--- src/rtl/sdrc_wb_burst_master.sv ---
// Wishbone B3 burst master for SDRAM controller bring-up: writes a seed+beat pattern, reads it back and counts mismatches.
// Optional ack watchdog enabled by defining WB_MASTER_TIMEOUT_EN.
module sdrc_wb_burst_master #(
  parameter int unsigned AW      = 32,
  parameter int unsigned DW      = 32,
  parameter int unsigned LW      = 8,
  parameter int unsigned TIMEOUT = 64
) (
  input  logic            wb_clk_i,
  input  logic            wb_rst_i,
  input  logic            sdr_init_done,
  input  logic            cmd_valid,
  output logic            cmd_ready,
  input  logic            cmd_write,
  input  logic [AW-1:0]   cmd_addr,
  input  logic [LW-1:0]   cmd_len,
  input  logic [DW-1:0]   cmd_seed,
  input  logic            err_clr,
  output logic            wb_cyc_o,
  output logic            wb_stb_o,
  output logic            wb_we_o,
  output logic [AW-1:0]   wb_addr_o,
  output logic [DW-1:0]   wb_dat_o,
  output logic [DW/8-1:0] wb_sel_o,
  output logic [2:0]      wb_cti_o,
  input  logic            wb_ack_i,
  input  logic [DW-1:0]   wb_dat_i,
  output logic            busy,
  output logic            done,
  output logic [15:0]     err_cnt
`ifdef WB_MASTER_TIMEOUT_EN
  ,
  output logic            timeout
`endif
);

  localparam int unsigned SW      = DW / 8;
  localparam logic [2:0]  CTI_INC = 3'b010;
  localparam logic [2:0]  CTI_END = 3'b111;

  typedef enum logic [1:0] {S_IDLE, S_BURST, S_DONE} state_t;

  state_t          state_q, state_d;
  logic [LW-1:0]   beat_q, beat_d, len_q, len_d;
  logic [AW-1:0]   base_q, base_d;
  logic [DW-1:0]   seed_q, seed_d;
  logic            we_q, we_d;
  logic            cyc_d, we_o_d, busy_d, done_d;
  logic [AW-1:0]   addr_d;
  logic [DW-1:0]   dat_d;
  logic [SW-1:0]   sel_d;
  logic [2:0]      cti_d;
  logic [15:0]     err_d;
  logic            mismatch_c;

`ifdef WB_MASTER_TIMEOUT_EN
  localparam int unsigned WW = $clog2(TIMEOUT + 1);
  logic [WW-1:0]   wd_q, wd_d;
  logic            timeout_d;
`else
  logic [31:0]     timeout_unused;
  assign timeout_unused = 32'(TIMEOUT);
`endif

  // Ready is a live view of idle+init so a command is taken on the edge right after init rises.
  assign cmd_ready = wb_rst_i && (state_q == S_IDLE) && sdr_init_done;

  always_comb begin
    state_d    = state_q;
    beat_d     = beat_q;
    len_d      = len_q;
    base_d     = base_q;
    seed_d     = seed_q;
    we_d       = we_q;
    cyc_d      = 1'b0;
    we_o_d     = 1'b0;
    addr_d     = '0;
    dat_d      = '0;
    sel_d      = '0;
    cti_d      = '0;
    busy_d     = 1'b0;
    done_d     = 1'b0;
    err_d      = err_cnt;
    mismatch_c = 1'b0;
`ifdef WB_MASTER_TIMEOUT_EN
    wd_d       = wd_q;
    timeout_d  = timeout;
`endif

    unique case (state_q)
      S_IDLE: begin
        if (cmd_valid && cmd_ready) begin
          base_d  = {cmd_addr[AW-1:2], 2'b00};
          len_d   = cmd_len;
          seed_d  = cmd_seed;
          we_d    = cmd_write;
          beat_d  = '0;
          state_d = S_BURST;
`ifdef WB_MASTER_TIMEOUT_EN
          wd_d    = '0;
`endif
        end
      end
      S_BURST: begin
        if (wb_ack_i) begin
          mismatch_c = !we_q && (wb_dat_i != seed_q + DW'(beat_q));
`ifdef WB_MASTER_TIMEOUT_EN
          wd_d = '0;
`endif
          if (beat_q == len_q) state_d = S_DONE;
          else                 beat_d  = beat_q + LW'(1);
        end
`ifdef WB_MASTER_TIMEOUT_EN
        else if (wd_q == WW'(TIMEOUT - 1)) begin
          state_d   = S_DONE;
          timeout_d = 1'b1;
        end else begin
          wd_d = wd_q + WW'(1);
        end
`endif
      end
      S_DONE:  state_d = S_IDLE;
      default: state_d = S_IDLE;
    endcase

    // Clear wins over the running count, but a same-cycle mismatch still lands.
    if (err_clr)                                 err_d = {15'd0, mismatch_c};
    else if (mismatch_c && err_cnt != 16'hFFFF)  err_d = err_cnt + 16'd1;

    // Bus outputs are registered, so they are built from the next-cycle state.
    if (state_d == S_BURST) begin
      cyc_d  = 1'b1;
      we_o_d = we_d;
      addr_d = base_d + AW'({beat_d, 2'b00});
      dat_d  = seed_d + DW'(beat_d);
      sel_d  = '1;
      cti_d  = (beat_d == len_d) ? CTI_END : CTI_INC;
      busy_d = 1'b1;
    end
    if (state_d == S_DONE) begin
      busy_d = 1'b1;
      done_d = 1'b1;
    end
  end

  always_ff @(posedge wb_clk_i or negedge wb_rst_i) begin
    if (!wb_rst_i) begin
      state_q   <= S_IDLE;
      beat_q    <= '0;
      len_q     <= '0;
      base_q    <= '0;
      seed_q    <= '0;
      we_q      <= 1'b0;
      wb_cyc_o  <= 1'b0;
      wb_stb_o  <= 1'b0;
      wb_we_o   <= 1'b0;
      wb_addr_o <= '0;
      wb_dat_o  <= '0;
      wb_sel_o  <= '0;
      wb_cti_o  <= '0;
      busy      <= 1'b0;
      done      <= 1'b0;
      err_cnt   <= '0;
`ifdef WB_MASTER_TIMEOUT_EN
      wd_q      <= '0;
      timeout   <= 1'b0;
`endif
    end else begin
      state_q   <= state_d;
      beat_q    <= beat_d;
      len_q     <= len_d;
      base_q    <= base_d;
      seed_q    <= seed_d;
      we_q      <= we_d;
      wb_cyc_o  <= cyc_d;
      wb_stb_o  <= cyc_d;
      wb_we_o   <= we_o_d;
      wb_addr_o <= addr_d;
      wb_dat_o  <= dat_d;
      wb_sel_o  <= sel_d;
      wb_cti_o  <= cti_d;
      busy      <= busy_d;
      done      <= done_d;
      err_cnt   <= err_d;
`ifdef WB_MASTER_TIMEOUT_EN
      wd_q      <= wd_d;
      timeout   <= timeout_d;
`endif
    end
  end

endmodule
--- config.mk ---
export PLATFORM = sky130hd
export DESIGN_NAME = sdrc_wb_burst_master
export DESIGN_NICKNAME = d
export VERILOG_FILES = /design/src/rtl/sdrc_wb_burst_master.sv
export SDC_FILE = /design/constraint.sdc
export NUM_CORES = 1
export LEC_CHECK = 0
export CAP_MARGIN = 10
export CORE_AREA = 4 4 186 188
export CTS_CLUSTER_SIZE = 12
export DETAILED_ROUTE_END_ITERATION = 8
export DIE_AREA = 0 0 190 192
export SLEW_MARGIN = 20
export SYNTH_ARGS = -nofsm -noshare
export SYNTH_HDL_FRONTEND = slang
export SYNTH_SLANG_ARGS = --single-unit
export TNS_END_PERCENT = 100
--- constraint.sdc ---
create_clock -name wb_clk_i -period 4.35 [get_ports wb_clk_i]
set_input_delay 0.435 -clock wb_clk_i [delete_from_list [all_inputs] [get_ports wb_clk_i]]
set_output_delay 0.435 -clock wb_clk_i [all_outputs]
set_load 0.005 [all_outputs]
; ---- Word-level counts from Yosys, hierarchy flattened
; Cells that the tools add are included.
[totals]
register_bits = 174
input_bits = 111
output_inout_bits = 93
[op_classes]
addsub = 5
eq_ne = 7
n_mux = 29
reduce_logical = 8
[op_table]
columns = op, count
row1 = 32-bit two-way mux, 6
row2 = 32-bit by 8-bit adder with 32-bit output, 2
row3 = 8-bit two-way mux, 5
row4 = 32-bit by 10-bit adder with 32-bit output, 1
row5 = 16-bit two-way mux, 2
row6 = 32-bit != test, 1
row7 = "16-bit by 1-bit adder with 16-bit output, second input constant", 1
row8 = 8-bit equality test, 2
row9 = "16-bit != test, second input constant", 1
row10 = 8-bit case mux with 2 select lines, 1
row11 = "8-bit by 1-bit adder with 8-bit output, second input constant", 1
row12 = 1-bit two-way mux, 8
row13 = 2-bit two-way mux, 3
row14 = 3-bit two-way mux, 2
row15 = 1-bit logical AND, 5
row16 = "2-bit by 1-bit equality test with 1-bit output, second input constant", 2
row17 = 4-bit two-way mux, 1
row18 = 2-bit case mux with 2 select lines, 1
row19 = "2-bit equality test, second input constant", 1
row20 = 2-bit zero test, 1
row21 = 2-bit nonzero test, 1
row22 = 1-bit zero test, 1

; ---- Logic depth before layout (Yosys ltp)
[depth]
ltp_word = 9
ltp_mapped = 23
ltp_nobuf = 17

; ---- Least setup slack after synthesis
; Ideal clock, no wire load.
[synth_timing]
kind = input to register
start = in wb_rst_i
end = reg wb_addr_o[27]
t_arrival_ps = 4573
slack_ps = -342
stages = 23
n_path_buf = 8
path_cell_list = and4bb_2 > and2_1 > buf_2 > buf_2 > buf_2 > clkbuf_1 > buf_2 > buf_1 > clkbuf_1 > nand2_1 > nand2_1 > ha_1 > o21a_1 > o21ai_0 > a21oi_1 > a21oi_1 > o311ai_0 > o21ai_1 > or2_2 > clkbuf_1 > nor3_1 > xor2_1 > and2_1
[synth_via]
elab_chain_cells = 7
[synth_lines]
columns = element, line
row1 = start: declaration, 10  ; input logic wb_rst_i,
row2 = 1-bit logical AND (2 in a row), 66  ; assign cmd_ready = wb_rst_i && (state_q == S_IDLE) && sdr_init_done;
row3 = 1-bit logical AND, 92  ; if (cmd_valid && cmd_ready) begin
row4 = 32-bit two-way mux, 92
row5 = 32-bit two-way mux, 90  ; unique case (state_q)
row6 = named net base_d[5], 45  ; logic [AW-1:0] base_q, base_d;
row7 = 32-bit by 10-bit adder with 32-bit output, 134  ; addr_d = base_d + AW'({beat_d, 2'b00});
row8 = 32-bit two-way mux, 131  ; if (state_d == S_BURST) begin
row9 = named net addr_d[27], 49  ; logic [AW-1:0] addr_d;
row10 = end signal: assignment, 178  ; wb_addr_o <= addr_d;
row11 = end: declaration, 22  ; output logic [AW-1:0] wb_addr_o,
; The timed path passes the listed nets, and every way through them passes these cells.
; A chain may end at the register's enable or synchronous reset.

; ---- Worst setup path after layout
[layout_timing]
start = reg beat_q[3]
end = reg wb_addr_o[29]
[layout_via]
elab_chain_cells = 6
[layout_lines]
columns = element, line
row1 = start: declaration, 44  ; logic [LW-1:0] beat_q, beat_d, len_q, len_d;
row2 = start signal: assignment, 170  ; beat_q <= beat_d;
row3 = 8-bit by 1-bit adder with 8-bit output / 8-bit equality test (equally long branches), "111, 110"
row4 = 8-bit two-way mux *, 110  ; if (beat_q == len_q) state_d = S_DONE;
row5 = 8-bit two-way mux *, 105  ; if (wb_ack_i) begin
row6 = 8-bit case mux with 2 select lines *, 90
row7 = named net beat_d[4], 44
row8 = 32-bit by 10-bit adder with 32-bit output *, 134
row9 = 32-bit two-way mux *, 131
row10 = named net addr_d[29], 49
; Mark *: on every way through the listed nets, which the timed path passes. The rest lies on a longest branch.

==> flow_summary.toml <==
[yosys]
syn_nets = 1205
seq_area_frac_synth_pct = 43.24
yosys.area.top_type_share_pct = 43.24
synth.avg_cell_area_um2 = 9.113
synth_edf_count = 0
synth_largest_area_cell = "dfrtp_1"
synth-async-reset-ratio_pct = 100.0
yosysMostFrequentCell = "nand2_1"
syn_area_um2 = 9723
yosys_warnings = 0
netlist-cell-type-count = 75
ys.flop_type = "dfrtp_1"
synthTopCellsByCount = "nand2_1 (200), dfrtp_1 (168), xnor2_1 (74)"
ys_seq_elements = 168
ys_top_cells_by_area = "dfrtp_1 (43%), nand2_1 (7.7%), xnor2_1 (6.7%), ha_1 (3.3%), and2_1 (3.2%)"
syn_inst = 1067

[route]
drtIter0Drc = 483
wl_met3_um = 1545
vias = 8371
wl_met2_um = 14080
wl_met1_um = 13750
postRouteAntennaNets = 0
drc = 0
top_layer_used = "met4"
post_drt_wl_per_cell_um = 17.32
first_pass_iters = 7
wl_um = 29980
vias_per_cell = 4.836

[power]
p_clk_share_pct = 19.6
p_switching_mw = 3.067
sw_frac_of_total_pct = 38.51
total_power_mw = 7.964
combinationalPowerShare_pct = 47.0
powerDensity_nw_per_um2 = 617.2
vdd_ir_drop_max_mv = 0.3005
seqPwrFrac_pct = 33.4
leakage_nw = 5.747
internal_power_mw = 4.897

[min_path]
hold_path_class = "in -> async"

[worst_setup_path]
cp_data_arrival_time_ns = 4.23
worstPathCellList = "xnor2_1 -> nand4_1 -> o21a_1 -> buf_4 -> nand4_1 -> mux2i_1 -> ha_1 -> o21a_1 -> o21ai_1 -> a21oi_2 -> a21oi_2 -> o311ai_0 -> o21ai_1 -> buf_4 -> or2_2 -> nor3_1 -> xnor2_1 -> and2_1"
end_kind = "flip-flop"
reg2reg_depth = 18
worstSetupStartpointType = "flip-flop"
r2r_end = "wb_addr_o[29]"
crit_type = "reg -> reg"
r2r_slack_ns = 0.44
timing.rr.start = "beat_q[3]"
crit_required_ns = 4.67
max_stage_delay_ns = 0.49
critPathSlowestCell = "dfrtp_1"
path_max_fanout = 7

[place]
dp_cells = 1695
portBuffers = 201
gp_congestion = 0.8486
hpwlAfterDp_um = 22730

[grt]
track_usage_pct = 16.57
overflow = 0
grt_pass1_vias = 8472
antenna_found_initial = 2
grt_pass1_wl_um = 47310
grt_start_max_net_pins = 67

[timing]
finalClockSkew_ns = 0.01703
grt_setup_unrepaired = "no"
drv_slew = 0
setup_tns_ns = 0
finalHoldViolCount = 0
setup-violations-final = 0
period_needed_ns = 3.911
relSlewSlack_pct = 35.39
worst_pin_slew_ns = 0.9661
fmax_mhz = 255.7
finalCritPeriodShare_pct = 89.90
timing.hold.ws_ns = 0.1133

[clocking]
cts-root-buf = "clkbuf_16"
post_cts_buffers = 0
numCtsBuffers = 17
clkSlewWorstSetupHoldPaths_ns = 0.08
htree_levels = 4
holdBufCountCts = 0
clk_latency_ns = 0.45
clock_sink_count = 168
cts_tree = "built"
cts_buffer_depth = 2

[final_layout]
multi_input_area_um2 = 5169
instances_no_fill = 1731
seqCellArea_um2 = 4204
areaGrowthSynthToFinish_pct = 32.70
fillers = 3356
fin_nets = 1404
utilization_pct = 38.96
drive_above_1_share_pct = 6.959

[status]
status = "completed"

[floorplanning]
coreArea_um2 = 33110
die_w_um = 190
fp.dieArea_um2 = 36480
start_util_pct = 29.36
die_height_um = 192
ios = 204
rows = 67

[flow_run]
max_cap_violations = 0
placed cells by master (no fill, tap or decap), types with 5 or more instances in the layout:
master,n
inv_1,33
nand3_1,41
clkbuf_16,17
o211ai_1,6
ha_1,25
mux2_1,10
nor2_1,45
nand2_1,199
xor2_1,27
o21a_1,7
and2_1,48
clkdlybuf4s50_1,200
o22ai_1,6
and3_1,23
a21o_1,9
mux2i_1,23
a211oi_1,8
nor3b_1,6
nand4_1,25
a21oi_1,37
a21boi_0,5
buf_4,28
o21ai_0,27
or3_1,17
dfrtp_1,168
nor2b_1,27
xnor2_1,74
nor3_1,28
cell type report:
class	instances	share of cell area (%)
antenna	4	0.07758
clock buffer	19	3.510
clock inverter	13	1.047
inverter	34	0.9891
multi-input combinational	815	40.06
sequential	168	32.58
tap	448	4.344
timing repair buffer	230	17.39
worst max-delay path, delay by kind of cell, from the launching register on:
family | cells | cell delay (ns)
AOI/OAI and AO/OA | 7 | 1.16
and+or+nand+nor | 5 | 1.01
DFF | 1 | 0.49
buffers and inverters | 2 | 0.34
muxes | 1 | 0.29
xor gates and xnor gates | 2 | 0.28
adders and majority gates | 1 | 0.22
cell families (layout without fill, tap and decap cells):
logic type,Yosys count,in the layout,share of synthesized area [%]
AO/OA/AOI/OAI,151,151,10.27
XOR/XNOR,102,102,9.330
adder cells (fa/ha/maj),28,28,3.667
buffers and inverters,84,296,3.796
flip-flops,168,168,43.24
multiplexers,38,38,4.221
other,0,4,0
AND/OR/NAND/NOR,496,496,25.48
state kept, by name (all words and copies together), names as in the netlist:
signal and count:
base_q 32, beat_q 8, busy 1, done 1
err_cnt 16, len_q 8, seed_q 32, state_q 2
wb_addr_o 32, wb_cti_o 2, wb_dat_o 32, wb_we_o 1
we_q 1
per-layer routing:
metal	GRT usage, %	vias to the layer above
li1	-	4070
met1	22.48	4023
met2	27.11	247
met3	2.744	31
met4	5.287	0
met5	0	-
worst max-delay path by stage:
stage | start | endpoint | slack (ns)
finish | beat_q[3] | wb_addr_o[29] | 0.44
global route | beat_q[3] | wb_addr_o[29] | 0.06
CTS | beat_q[3] | wb_addr_o[27] | 0.26
detailed placement | wb_ack_i | wb_addr_o[29] | 0.04
global placement | wb_ack_i | wb_addr_o[29] | 0.18
floorplan | wb_rst_i | wb_addr_o[27] | 0.0008
what timing repair did:
action,CTS,global route
resized for setup,0,4
endpoints found under the setup margin,0,7
hold endpoints to repair,0,0
power by group through the flow:
stage	registers [mW]	clock network, mW	logic, mW
final	2.66	1.56	3.74
after global placement	2.68	0	3.72
after global routing	2.73	1.67	4.18
after detailed placement	2.68	0	3.75
after floorplan	2.55	0	2.35
after CTS	2.66	1.61	3.78
through the flow:
stage,cell area [µm²],worst slack (ns)
floorplan,9736,0.0007994
global placement,12300,0.1785
detailed placement,12300,0.03905
CTS,12880,0.2557
global route,12900,0.05994
finish,12900,0.4393
Note: power is estimated with default switching activity, not from simulation.
